### src/rtl/multicycle_control_pkg.sv
`default_nettype none
// ============================================================================
//  Module      : multicycle_control_pkg
//  Description : Shared constants for the multi-cycle MIPS control sequencer.
//                Holds the opcode values, the 4-bit state encoding, and the
//                aluSrcB / aluOp / pcSource selector codes. Also provides a
//                helper that identifies the states that retire an instruction.
//  Revision    : 1.0  initial release
// ============================================================================
package multicycle_control_pkg;

  // Instruction opcodes (IR[31:26])
  localparam logic [5:0] OP_RTYPE = 6'b000000;
  localparam logic [5:0] OP_J     = 6'b000010;
  localparam logic [5:0] OP_BEQ   = 6'b000100;
  localparam logic [5:0] OP_ADDI  = 6'b001000;
  localparam logic [5:0] OP_LW    = 6'b100011;
  localparam logic [5:0] OP_SW    = 6'b101011;

  // Sequencer states; the encoding is visible on the debug state port.
  typedef enum logic [3:0] {
    S_IDLE    = 4'd0,
    S_FETCH   = 4'd1,
    S_DECODE  = 4'd2,
    S_MEMADR  = 4'd3,
    S_MEMRD   = 4'd4,
    S_MEMWB   = 4'd5,
    S_MEMWR   = 4'd6,
    S_EXEC    = 4'd7,
    S_RWB     = 4'd8,
    S_ADDI_EX = 4'd9,
    S_ADDI_WB = 4'd10,
    S_BRANCH  = 4'd11,
    S_JUMP    = 4'd12
  } state_t;

  // ALU operand B select
  localparam logic [1:0] SRCB_RT      = 2'b00;
  localparam logic [1:0] SRCB_FOUR    = 2'b01;
  localparam logic [1:0] SRCB_IMM     = 2'b10;
  localparam logic [1:0] SRCB_IMM_SH2 = 2'b11;

  // ALU operation select
  localparam logic [1:0] ALUOP_ADD    = 2'b00;
  localparam logic [1:0] ALUOP_SUB    = 2'b01;
  localparam logic [1:0] ALUOP_FUNCT  = 2'b10;

  // Next-PC source select
  localparam logic [1:0] PCSRC_ALU    = 2'b00;
  localparam logic [1:0] PCSRC_ALUOUT = 2'b01;
  localparam logic [1:0] PCSRC_JUMP   = 2'b10;

  // States whose exit to FETCH completes (retires) an instruction.
  function automatic logic is_retiring(input state_t s);
    case (s)
      S_MEMWB, S_MEMWR, S_RWB, S_ADDI_WB, S_BRANCH, S_JUMP: return 1'b1;
      default:                                              return 1'b0;
    endcase
  endfunction

endpackage
`default_nettype wire

### src/rtl/multicycle_control_if.sv
`default_nettype none
// ============================================================================
//  Module      : multicycle_control_if
//  Description : Control bus between the multi-cycle sequencer and the MIPS
//                datapath / shared memory.
//                master : sequencer side (takes opCode, zeroFlag, mem_ready;
//                         drives all control strobes, state, illegal, count)
//                slave  : datapath side (mirror image of master)
//  Revision    : 1.0  initial release
// ============================================================================
interface multicycle_control_if #(
  parameter int CNT_W = 32
);
  // datapath -> sequencer
  logic [5:0]       opCode;
  logic             zeroFlag;
  logic             mem_ready;
  // sequencer -> datapath
  logic             pcWrite;
  logic             pcWriteCond;
  logic             iorD;
  logic             memRead;
  logic             memWrite;
  logic             irWrite;
  logic             memtoReg;
  logic             regDst;
  logic             regWrite;
  logic             aluSrcA;
  logic [1:0]       aluSrcB;
  logic [1:0]       aluOp;
  logic [1:0]       pcSource;
  logic [3:0]       state;
  logic             illegal;
  logic [CNT_W-1:0] instr_count;

  modport master (
    input  opCode, zeroFlag, mem_ready,
    output pcWrite, pcWriteCond, iorD, memRead, memWrite, irWrite,
           memtoReg, regDst, regWrite, aluSrcA, aluSrcB, aluOp, pcSource,
           state, illegal, instr_count
  );

  modport slave (
    output opCode, zeroFlag, mem_ready,
    input  pcWrite, pcWriteCond, iorD, memRead, memWrite, irWrite,
           memtoReg, regDst, regWrite, aluSrcA, aluSrcB, aluOp, pcSource,
           state, illegal, instr_count
  );

endinterface
`default_nettype wire

### src/rtl/multicycle_control.sv
`default_nettype none
// ============================================================================
//  Module      : multicycle_control
//  Description : Multi-cycle MIPS control sequencer. Steps the datapath one
//                phase per clock, stalls on the shared memory via mem_ready,
//                counts retired instructions and flags unknown opcodes.
//  Ports       : clk    - rising-edge clock
//                reset  - asynchronous active-low reset (0 = reset)
//                bus    - control bus, master side (see multicycle_control_if)
//  Parameters  : CNT_W  - width of the retired-instruction counter
//  Revision    : 1.0  initial release
// ============================================================================
module multicycle_control
  import multicycle_control_pkg::*;
#(
  parameter int CNT_W = 32
) (
  input  wire logic             clk,
  input  wire logic             reset,
  multicycle_control_if.master  bus
);

  localparam logic [CNT_W-1:0] C_ONE = CNT_W'(1);

  state_t           r_state;
  state_t           w_next;
  logic             r_illegal;
  logic [CNT_W-1:0] r_instr_count;
  logic             w_set_illegal;
  logic             w_retire;

  // --------------------------------------------------------------------------
  // State, sticky illegal flag and retire counter. Reset is asynchronous so
  // an instruction in flight is abandoned before any further strobe issues.
  // --------------------------------------------------------------------------
  always_ff @(posedge clk or negedge reset) begin
    if (!reset) begin
      r_state       <= S_IDLE;
      r_illegal     <= 1'b0;
      r_instr_count <= '0;
    end else begin
      r_state <= w_next;
      if (w_set_illegal) begin
        r_illegal <= 1'b1;
      end
      if (w_retire) begin
        r_instr_count <= r_instr_count + C_ONE;
      end
    end
  end

  // MEMWR only leaves on mem_ready, so retirement is tied to the actual
  // transition into FETCH rather than to simply being in a retiring state.
  assign w_retire = is_retiring(r_state) && (w_next == S_FETCH);

  // --------------------------------------------------------------------------
  // Next-state and control decode. Outputs depend on state only, except the
  // FETCH strobes irWrite/pcWrite which wait for the memory to deliver.
  // --------------------------------------------------------------------------
  always_comb begin
    w_next          = r_state;
    w_set_illegal   = 1'b0;
    bus.pcWrite     = 1'b0;
    bus.pcWriteCond = 1'b0;
    bus.iorD        = 1'b0;
    bus.memRead     = 1'b0;
    bus.memWrite    = 1'b0;
    bus.irWrite     = 1'b0;
    bus.memtoReg    = 1'b0;
    bus.regDst      = 1'b0;
    bus.regWrite    = 1'b0;
    bus.aluSrcA     = 1'b0;
    bus.aluSrcB     = SRCB_RT;
    bus.aluOp       = ALUOP_ADD;
    bus.pcSource    = PCSRC_ALU;

    case (r_state)
      S_IDLE: begin
        w_next = S_FETCH;
      end

      S_FETCH: begin
        bus.memRead  = 1'b1;
        bus.aluSrcB  = SRCB_FOUR;
        if (bus.mem_ready) begin
          bus.irWrite = 1'b1;
          bus.pcWrite = 1'b1;
          w_next      = S_DECODE;
        end
      end

      S_DECODE: begin
        // Branch target is computed speculatively while decoding.
        bus.aluSrcB = SRCB_IMM_SH2;
        case (bus.opCode)
          OP_LW, OP_SW: w_next = S_MEMADR;
          OP_RTYPE:     w_next = S_EXEC;
          OP_BEQ:       w_next = S_BRANCH;
          OP_ADDI:      w_next = S_ADDI_EX;
          OP_J:         w_next = S_JUMP;
          default: begin
            w_next        = S_FETCH;
            w_set_illegal = 1'b1;
          end
        endcase
      end

      S_MEMADR: begin
        bus.aluSrcA = 1'b1;
        bus.aluSrcB = SRCB_IMM;
        // IR still holds the instruction, so opCode separates lw from sw.
        w_next = (bus.opCode == OP_LW) ? S_MEMRD : S_MEMWR;
      end

      S_MEMRD: begin
        bus.memRead = 1'b1;
        bus.iorD    = 1'b1;
        if (bus.mem_ready) begin
          w_next = S_MEMWB;
        end
      end

      S_MEMWB: begin
        bus.regWrite = 1'b1;
        bus.memtoReg = 1'b1;
        w_next       = S_FETCH;
      end

      S_MEMWR: begin
        bus.memWrite = 1'b1;
        bus.iorD     = 1'b1;
        if (bus.mem_ready) begin
          w_next = S_FETCH;
        end
      end

      S_EXEC: begin
        bus.aluSrcA = 1'b1;
        bus.aluOp   = ALUOP_FUNCT;
        w_next      = S_RWB;
      end

      S_RWB: begin
        bus.regWrite = 1'b1;
        bus.regDst   = 1'b1;
        w_next       = S_FETCH;
      end

      S_ADDI_EX: begin
        bus.aluSrcA = 1'b1;
        bus.aluSrcB = SRCB_IMM;
        w_next      = S_ADDI_WB;
      end

      S_ADDI_WB: begin
        bus.regWrite = 1'b1;
        w_next       = S_FETCH;
      end

      S_BRANCH: begin
        bus.aluSrcA     = 1'b1;
        bus.aluOp       = ALUOP_SUB;
        bus.pcWriteCond = 1'b1;
        bus.pcSource    = PCSRC_ALUOUT;
        w_next          = S_FETCH;
      end

      S_JUMP: begin
        bus.pcWrite  = 1'b1;
        bus.pcSource = PCSRC_JUMP;
        w_next       = S_FETCH;
      end

      default: begin
        w_next = S_IDLE;
      end
    endcase
  end

  assign bus.state       = r_state;
  assign bus.illegal     = r_illegal;
  assign bus.instr_count = r_instr_count;

endmodule
`default_nettype wire

### src/flat_wrapper.sv
// flat-port wrapper written by rule: the top's interface ports become plain ports
module multicycle_control_flat import multicycle_control_pkg::*;
#(
  parameter int CNT_W = 32
)
  (clk, reset, bus_opCode, bus_zeroFlag, bus_mem_ready, bus_pcWrite, bus_pcWriteCond, bus_iorD, bus_memRead, bus_memWrite, bus_irWrite, bus_memtoReg, bus_regDst, bus_regWrite, bus_aluSrcA, bus_aluSrcB, bus_aluOp, bus_pcSource, bus_state, bus_illegal, bus_instr_count);
  multicycle_control_if #(.CNT_W(CNT_W)) bus_i ();
  input  wire logic clk;
  input  wire logic reset;
  input wire logic [$bits(bus_i.opCode)-1:0] bus_opCode;
  input wire logic [$bits(bus_i.zeroFlag)-1:0] bus_zeroFlag;
  input wire logic [$bits(bus_i.mem_ready)-1:0] bus_mem_ready;
  output wire logic [$bits(bus_i.pcWrite)-1:0] bus_pcWrite;
  output wire logic [$bits(bus_i.pcWriteCond)-1:0] bus_pcWriteCond;
  output wire logic [$bits(bus_i.iorD)-1:0] bus_iorD;
  output wire logic [$bits(bus_i.memRead)-1:0] bus_memRead;
  output wire logic [$bits(bus_i.memWrite)-1:0] bus_memWrite;
  output wire logic [$bits(bus_i.irWrite)-1:0] bus_irWrite;
  output wire logic [$bits(bus_i.memtoReg)-1:0] bus_memtoReg;
  output wire logic [$bits(bus_i.regDst)-1:0] bus_regDst;
  output wire logic [$bits(bus_i.regWrite)-1:0] bus_regWrite;
  output wire logic [$bits(bus_i.aluSrcA)-1:0] bus_aluSrcA;
  output wire logic [$bits(bus_i.aluSrcB)-1:0] bus_aluSrcB;
  output wire logic [$bits(bus_i.aluOp)-1:0] bus_aluOp;
  output wire logic [$bits(bus_i.pcSource)-1:0] bus_pcSource;
  output wire logic [$bits(bus_i.state)-1:0] bus_state;
  output wire logic [$bits(bus_i.illegal)-1:0] bus_illegal;
  output wire logic [$bits(bus_i.instr_count)-1:0] bus_instr_count;
  assign bus_i.opCode = bus_opCode;
  assign bus_i.zeroFlag = bus_zeroFlag;
  assign bus_i.mem_ready = bus_mem_ready;
  assign bus_pcWrite = bus_i.pcWrite;
  assign bus_pcWriteCond = bus_i.pcWriteCond;
  assign bus_iorD = bus_i.iorD;
  assign bus_memRead = bus_i.memRead;
  assign bus_memWrite = bus_i.memWrite;
  assign bus_irWrite = bus_i.irWrite;
  assign bus_memtoReg = bus_i.memtoReg;
  assign bus_regDst = bus_i.regDst;
  assign bus_regWrite = bus_i.regWrite;
  assign bus_aluSrcA = bus_i.aluSrcA;
  assign bus_aluSrcB = bus_i.aluSrcB;
  assign bus_aluOp = bus_i.aluOp;
  assign bus_pcSource = bus_i.pcSource;
  assign bus_state = bus_i.state;
  assign bus_illegal = bus_i.illegal;
  assign bus_instr_count = bus_i.instr_count;
  multicycle_control #(.CNT_W(CNT_W)) u_core (.clk(clk), .reset(reset), .bus(bus_i));
endmodule
### config.mk
export PLATFORM = sky130hd
export DESIGN_NAME = multicycle_control_flat
export DESIGN_NICKNAME = d
export VERILOG_FILES = /design/src/rtl/multicycle_control_pkg.sv /design/src/rtl/multicycle_control_if.sv /design/src/rtl/multicycle_control.sv /design/src/flat_wrapper.sv
export SDC_FILE = /design/constraint.sdc
export NUM_CORES = 1
export LEC_CHECK = 0
export BUFFER_PORTS_ARGS = -buffer_cell sky130_fd_sc_hd__buf_2
export CORE_MARGIN = 2
export CORE_UTILIZATION = 53
export CTS_CLUSTER_DIAMETER = 40
export DETAILED_ROUTE_END_ITERATION = 16
export PLACE_DENSITY = 0.81
export REMOVE_ABC_BUFFERS = 1
export SYNTH_ARGS = -nofsm -noshare
export SYNTH_HDL_FRONTEND = slang
export SYNTH_SLANG_ARGS = --single-unit
### constraint.sdc
create_clock -name clk -period 2.3 [get_ports clk]
set_clock_uncertainty 0.05 [all_clocks]
set_input_delay 0.23 -clock clk [delete_from_list [all_inputs] [get_ports clk]]
set_output_delay 0.23 -clock clk [all_outputs]
set_load 0.02 [all_outputs]
======== Yosys cells after proc, flatten, opt, wreduce, memory -nomap -nowiden ========
Cells that the tools add are included.
operators by class
  $add $sub $neg .......................... 1
  equal/unequal tests ..................... 18
  multiplexer cells ....................... 23
  reduce and logical (&&, ||, !) cells .... 12
operator list
  operator                                             number
  adder 32 x 1 -> 32 bit, second input constant        1
  case mux 4 bit (8 select lines)                      1
  equality test 4 bit, second input constant           5
  case mux 4 bit (5 select lines)                      1
  OR reduction 6 bit                                   3
  equality test 4 x 3 -> 1 bit, second input constant  4
  2-to-1 mux 1 bit                                     13
  equality test 6 bit, second input constant           2
  2-to-1 mux 4 bit                                     3
  equality test 4 x 1 -> 1 bit, second input constant  2
  equality test 4 x 2 -> 1 bit, second input constant  2
  case mux 2 bit (2 select lines)                      2
  OR reduction 2 bit                                   4
  equality test 6 x 2 -> 1 bit, second input constant  1
  equality test 6 x 3 -> 1 bit, second input constant  1
  equality test 6 x 4 -> 1 bit, second input constant  1
  zero test 6 bit                                      1
  case mux 2 bit (3 select lines)                      1
  zero test 4 bit                                      1
  OR reduction 4 bit                                   1
  OR reduction 3 bit                                   1
  2-to-1 mux 2 bit                                     1
  case mux 1 bit (2 select lines)                      1
  logical AND 1 bit                                    1
word-level totals
  register bits after elaboration ......... 37
  bits of input ports ..................... 10
  output and inout port bits .............. 53
  logic and storage cells ................. 57

======== Longest topological paths before layout ========
Gate-level depths: netlist (run 1).
  depth after elaboration ................. 6
  gate-level depth with buffers ........... 6
  gate-level depth less buffers ........... 5

======== Worst setup path after synthesis (run 1) ========
OpenSTA, ideal clock, no wires.
  kind .................................... register to output
  from .................................... register u_core.r_state[0] (netlist: u_core.bus.state[0])
  to ...................................... output bus_aluOp[0]
  arrival time ............................ 1.704 ns
  data required time ...................... 2.020 ns
  setup slack ............................. 0.316 ns
  stages on the path, launching flop included .. 6
  buffers on the path ..................... 3
  cell sequence ........................... dfrtp_1 clkbuf_1 clkbuf_1 nand2_1 nor2_1 buf_4
between the ends
  longest elaborated chain between the ends .. 2
  elaborated cells on any way between the ends .. 3
  classes of those cells .................. eq/ne (2); mux (1)
ends and longest elaborated chain
  what                                                                        line                      RTL
  start, declared                                                             multicycle_control.sv:25  state_t r_state;
  start signal, assigned                                                      multicycle_control.sv:42  r_state <= w_next;
  equality test 4 bit / equality test 4 x 3 -> 1 bit (equally long branches)  multicycle_control.sv:77  case (r_state)
  case mux 2 bit (2 select lines) *                                           multicycle_control.sv:77
  end, declared                                                               flat_wrapper.sv:24        output wire logic [$bits(bus_i.aluOp)-1:0] bus_aluOp;
Every way passes the cells marked *; elsewhere a longest branch is shown, timed or not.

======== Worst setup path after layout (run 1) ========
  from .................................... register u_core.r_state[3] (netlist: u_core.bus.state[3])
  to ...................................... output bus_pcWrite
between the ends
  longest elaborated chain between the ends .. 2
  elaborated cells on any way between the ends .. 3
  classes of those cells .................. eq/ne (2); mux (1)
ends and longest elaborated chain
  what                                                                        line                      RTL
  equality test 4 bit / equality test 4 x 1 -> 1 bit (equally long branches)  multicycle_control.sv:77
  case mux 1 bit (2 select lines) *                                           multicycle_control.sv:77
  end, declared                                                               flat_wrapper.sv:13        output wire logic [$bits(bus_i.pcWrite)-1:0] bus_pcWrite;
Marks and branches as above.

==> impl_results.md, run 1 <==
* Status: finished, violations left
* Failing checks: negative hold slack
* Final weighted congestion in routability-driven placement at 0.8710
* TritonCTS buffer count at 5
* First drt pass iteration count at 4
* Synth top area cells: dfrtp_1 40%, xor2_1 7.9%, a2111oi_2 6.5%
* Max cap viols at 0
* Syn avg cell area at 10.20 um2
* Via Count at 2026
* WP data required at slightly above 2 ns
* TritonCTS clock tree: built
* Crit-path slowest cell: dfrtp_1
* RR Endpoint: u_core.bus.instr_count[19]$_DFFE_PN0P_
* Drt drc at 0
* Final wirelength at 5076 um
* Synth Instances at 227
* Die height at 70.11 um
* Core area at 4294 um2
* Crit path kind: flip-flop to output port
* Synthesized cell area at 2316 um2
* Fmax at between 500 and 600 MHz
* CTS Buffer Depth at 2
* Fin crit share at 85.41%
* Setup slack at placement at between 0.3 and 0.4 ns
* Primary FF master, synth: dfrtp_1
* Top Family by Delay on Critical Path: simple AND/OR/NAND/NOR gates
* Post-synthesis sequential area ratio at 39.98%
* Power per cell area at 925.9 nW/um2
* Register-to-register setup slack at 0.35 ns
* # setup viols final at 0
* R2R cell count at 4
* Gates resized, CTS repair at 0
* Fin Setup TNS at 0 ns
* WL/cell at 14.80 um
* CP Launch Type: flip-flop
* Overflow after GRT at 0
* Largest net degree at the start of global routing at 38
* Rows at 24
* Initial antenna violation count at 0
* HPWL after DPL at approximately 3600 um
* Arrival time worst endpoint at 1.68 ns
* Vias in the first global route at 1755
* Port Buf Inserts at roughly 60
* Final Hold Fails at 36
* Hold Crit Class: input port to async pin
* Crit path max fanout at 11
* I/O pin cnt at 63
* Slew Limit Fails at 0
* WP buf/inv at 2
* Routed Antenna Nets at 0
* #FFs+latches synth at 37
* Synth-to-Final Area Change at 20.91%
* Crit-path cells: buf_4, nor2_1, and3_1, or2_2, buf_2
* Clock sink count at 37
* Top cell type's share of synthesized area at 39.98%
* Post-synthesis cell type count at 43
* Die ar. at 4915 um2
* Number of nets in the layout at 302
* H-tree Lvls at 2
* Crit-path max cell delay at 0.51 ns
* Reg clk slew, reported paths at 0.08 ns
* Clock Tree Root: clkbuf_8
* Final setup margin at roughly 0.34 ns
* Starting DRT DRC Count at 188
* Post-synth ARST share at 100.0%
* Hold WS at -0.03588 ns
* Hold Buf Count CTS at 0
* Synthesis Warnings at 0
* Measured slew at the worst slew-check pin at 0.8041 ns
* Clock Latency Late Sink at 0.29 ns
* Worst vdd ir at 0.0006823 V
* ANT cells at 0
* Die X at 70.11 um
* Layout cell share with drive strength beyond 1 at 32.99%
* CP Launch Point: u_core.bus.state[3]$_DFF_PN0_
* Post-synth top area cell: dfrtp_1
* R2r startpoint: u_core.bus.state[1]$_DFF_PN0_
* Via/cell ratio at roughly 6
* EDFF count, synth at 0
* Leakage power at 1.013 nW
* First-pass GRT wire length at between 8000 and 9000 um
* Starting Density at 53.93%
* Max-Slew Margin vs Limit at 46.40%
* Final min period at 1.964 ns
* Crit end category: output port
* Tot Pwr at 2.593 mW
* Total GRT Usage at 21.41%
* RSZ-0062 raised after global routing: no
* Setup Buffers After CTS at 0
cells in the final DEF (no fill, tap or decap), types with 5 or more instances in the layout:
cell,count
a2111oi_2,10
a211oi_1,7
a21oi_1,8
and3_1,6
and4_1,6
buf_2,61
buf_4,11
clkbuf_8,5
dfrtp_1,37
nand2_1,13
nand2b_1,5
nand3_1,10
nand4_1,8
nor2_1,12
nor3_1,8
o2111ai_1,7
o21ai_0,8
xnor2_1,13
xor2_1,21
cell families (layout without fill, tap and decap cells):
kind of cell	Yosys count	after routing	synth area share (%)
and+or+nand+nor	79	79	18.64
xor gates and xnor gates	34	34	12.86
buffers and inverters	20	84	4.646
DFF	37	37	39.98
adders and majority gates	1	1	0.5402
muxes	2	2	0.9184
AOI/OAI and AO/OA	54	54	22.42
Yosys cell counts (2+ instances only):
cell type and count:
a2111oi_2 10, a2111oi_4 3, a211oi_1 7, a21oi_1 8, and2_1 3, and3_1 6, and4_1 6, buf_1 3
buf_2 2, buf_4 4, buf_6 2, clkbuf_1 5, dfrtp_1 37, inv_1 4, nand2_1 13, nand2b_1 5
nand3_1 10, nand4_1 8, nand4b_1 2, nor2_1 12, nor2b_1 2, nor3_1 8, o2111ai_1 7, o21ai_0 8
o22ai_1 2, xnor2_1 13, xor2_1 21
sequential cells by signal, summed over array words and instances, names as in the netlist:
signal and cells:
u_core.bus.instr_count 32, u_core.bus.illegal 1, u_core.bus.state 4
where the power goes:
group	internal [mW]	leakage (nW)	switching [mW]	total, mW
Clock	0.315	0.0540	0.232	0.547
Combinational	0.437	0.571	0.792	1.23
Sequential	0.727	0.388	0.0900	0.817
Total	1.48	1.01	1.11	2.59
layer usage:
| metal | up-vias | global-route usage [%] | share of wire (%) |
|---|---|---|---|
| met5 | - | 0 | 0 |
| met4 | 0 | 6.197 | 1.0 |
| met3 | 6 | 5.195 | 5.0 |
| met2 | 65 | 33.02 | 49 |
| met1 | 980 | 30.17 | 45 |
| li1 | 975 | - | - |
worst register-to-register path: cells and delay by family (launching register included):
family	cells	cell delay, ns
flip-flops	1	0.41
AO/OA/AOI/OAI	2	0.96
AND/OR/NAND/NOR	1	0.25
XOR/XNOR	1	0.12
worst max path at each step:
stage          cells after the start  slack [ns]                                     end
6_report                           5        0.34                             bus_pcWrite
5_1_grt                            5        0.21                             bus_pcWrite
4_1_cts                            5        0.33                             bus_pcWrite
3_5_place_dp                       5        0.38  u_core.bus.instr_count[27]$_DFFE_PN0P_
3_3_place_gp                       4        0.42  u_core.bus.instr_count[19]$_DFFE_PN0P_
2_1_floorplan                      4        0.14  u_core.bus.instr_count[19]$_DFFE_PN0P_
layout make-up:
type | count | area, um2
sequential | 37 | 925.9
clock inverter | 2 | 35.03
multi-input combinational | 170 | 1282
clock buffer | 5 | 68.82
tap | 52 | 65.06
inverter | 4 | 15.01
timing repair buffer | 73 | 407.9
fill | 365 | 1494
per-stage QoR:
stage / cells / instance area, um2 / util (%) / hold slack, ns
3_5_place_dp: 336 / 2696 / 62.79 / 0.3288
3_3_place_gp: 336 / 2696 / 62.79 / 0.3155
5_1_grt: 343 / 2800 / 65.21 / 0.04217
6_report: 343 / 2800 / 65.21 / -0.03588
2_1_floorplan: 211 / 2223 / - / -0.1156
4_1_cts: 343 / 2800 / 65.21 / 0.01032
No activity file was read; power rests on OpenSTA's default activity.
==> run 2: changes to the inputs <==
- GPL_TIMING_DRIVEN: unset -> 0
- RECOVER_POWER: unset -> 25
- clock period: 2.3 -> 2.03 ns (I/O delays scaled with it)
==> run 2 against run 1 <==
Net effect:
- the run now ends clean
- first-iteration DRC count is 32% higher
- power grew 6.2%
- critical path depth down 1
- final area fell by 3.1%
- worst hold slack improved by 0.24 ns
- final cell count decreased by 2.6%
- core utilization fell by 2.0 points
- flip-flop and latch count unchanged
- register-to-register slack worse by 0.25 ns
- critical endpoint is now u_core.bus.instr_count[27]$_DFFE_PN0P_
- largest cell class unchanged
==> impl_results.md, run 2 (synthesized netlist as in run 1, its figures left out) <==
* Clock sink count at 37
* Via/cell ratio at 6.054
* Largest net degree at the start of global routing at 38
* Vias in the first global route at roughly 1800
* Final Hold Fails at 0
* Die X at 70.11 um
* Crit-path max cell delay at about 0.51 ns
* Total GRT Usage at 20.88%
* WP data required at 2.20 ns
* Overflow after GRT at 0
* Routed Antenna Nets at 0
* RSZ-0062 raised after global routing: no
* Clock Tree Root: clkbuf_8
* TritonCTS clock tree: built
* Hold Crit Class: input port to flip-flop
* First-pass GRT wire length at 8286 um
* Setup slack at placement at -0.4059 ns
* Via Count at a little over 2000
* Starting DRT DRC Count at around 250
* I/O pin cnt at between 60 and 70
* Fmax at roughly 520 MHz
* Die height at 70.11 um
* Setup Buffers After CTS at 0
* Top Family by Delay on Critical Path: compound AO/OA/AOI/OAI gates
* HPWL after DPL at 3478 um
* Most frequent cells in the layout: 33 x dfrtp_1, 31 x clkbuf_1, 31 x buf_2, 21 x xor2_1
* Final setup margin at roughly 0.096 ns
* Final weighted congestion in routability-driven placement at 0.8313
* Largest register FFs at 32
* # setup viols final at 0
* Port Buf Inserts at between 60 and 70
* Power per cell area at 1014 nW/um2
* Synth-to-Final Area Change at 17.18%
* Core area at 4294 um2
* Crit path kind: flip-flop to flip-flop
* Fin crit share at 95.26%
* Initial antenna violation count at 0
* Measured slew at the worst slew-check pin at between 0.8 and 0.9 ns
* Fill cells at approximately 370
* Starting Density at 53.93%
* Slew Limit Fails at 0
* CP Launch Type: flip-flop
* Crit-path cells: nand2b_1, o22a_2, a2111oi_2, xor2_1
* First drt pass iteration count at 4
* Number of nets in the layout at 292
* WL/cell at 15.55 um
* H-tree Lvls at 2
* Final min period at 1.934 ns
* TritonCTS buffer count at 5
* Status: completed
* Final wirelength at 5194 um
* Worst vdd ir at 0.0007345 V
* Max-Slew Margin vs Limit at 46.01%
* CTS Buffer Depth at 2
* Arrival time worst endpoint at ~2.1 ns
* Drt drc at 0
* Clock Latency Late Sink at 0.29 ns
* Reg clk slew, reported paths at approximately 0.08 ns
* Fin Setup TNS at 0 ns
* Layout cell share with drive strength beyond 1 at 24.11%
* ANT cells at 0
* Crit path max fanout at 17
* Crit end category: flip-flop
* Crit-path slowest cell: dfrtp_2
* Rows at 24
* Leakage power at 0.8901 nW
* Max cap viols at 0
* WP buf/inv at 0
* Die ar. at 4915 um2
* Commonest non-fill, non-tap cell in the layout: dfrtp_1
==> run 2: power by group <==
group | switching [mW] | total, mW | internal, mW
Clock | 0.262 | 0.500 | 0.238
Combinational | 0.772 | 1.17 | 0.400
Sequential | 0.247 | 1.08 | 0.833
Total | 1.28 | 2.75 | 1.47
==> run 2: final cells by class <==
| cell class | instances | area (um2) | area share, % |
|---|---|---|---|
| clock buffer | 6 | 72.57 | 2.674 |
| clock inverter | 2 | 10.01 | 0.3688 |
| inverter | 4 | 15.01 | 0.5533 |
| multi-input combinational | 171 | 1340 | 49.38 |
| sequential | 37 | 933.4 | 34.39 |
| tap | 52 | 65.06 | 2.397 |
| timing repair buffer | 62 | 277.8 | 10.24 |
==> run 2: worst min-delay path: stages <==
cell and delay [ns]:
buf_2 0.11, nor3_1 0.05, o2111ai_1 0.08, nand2_1 0.06
==> run 2: metrics by stage <==
stage	area (um2)	hold WS, ns	util, %	total power, mW	std cells
after detailed placement	2594	0.2962	60.40	2.193	324
final	2714	0.2074	63.20	2.753	334
after global routing	2714	0.2295	63.20	2.924	334
after global placement	2594	0.2979	60.40	2.172	324
after floorplan	2223	-0.1426	-	1.822	211
after CTS	2720	0.1961	63.35	2.731	333
==> run 2: final timing paths <==
kind | slack (ns) | cells past startpoint | endpoint | start
setup / recovery | 0.1 | 4 | u_core.bus.instr_count[27]$_DFFE_PN0P_ | u_core.bus.state[1]$_DFF_PN0_
hold / removal | 0.21 | 4 | u_core.bus.state[3]$_DFF_PN0_ | bus_opCode[4]
setup reg to reg | 0.1 | 4 | u_core.bus.instr_count[27]$_DFFE_PN0P_ | u_core.bus.state[1]$_DFF_PN0_
hold reg to reg | 0.42 | 1 | u_core.bus.instr_count[31]$_DFFE_PN0P_ | u_core.bus.instr_count[31]$_DFFE_PN0P_
max in group asynchronous | 0.85 | 2 | u_core.bus.state[0]$_DFF_PN0_ | reset
min in group asynchronous | 0.49 | 2 | u_core.bus.instr_count[25]$_DFFE_PN0P_ | reset
==> run 2: what timing repair did <==
item / 4_1_cts / 5_1_grt
pin swaps: 0 / 1
hold buffers: 1 / 0
setup endpoints to repair: 32 / 12
cloned: 0 / 1
gates resized for setup: 11 / 6
endpoints found under the hold margin: 37 / 0
==> run 2: layer usage <==
layer / track usage (%) / up-vias / part of all wire [%]
li1: - / 960 / -
met1: 27.51 / 991 / 44
met2: 34.60 / 66 / 49
met3: 4.618 / 5 / 5.4
met4: 6.197 / 0 / 1.1
met5: 0 / - / 0
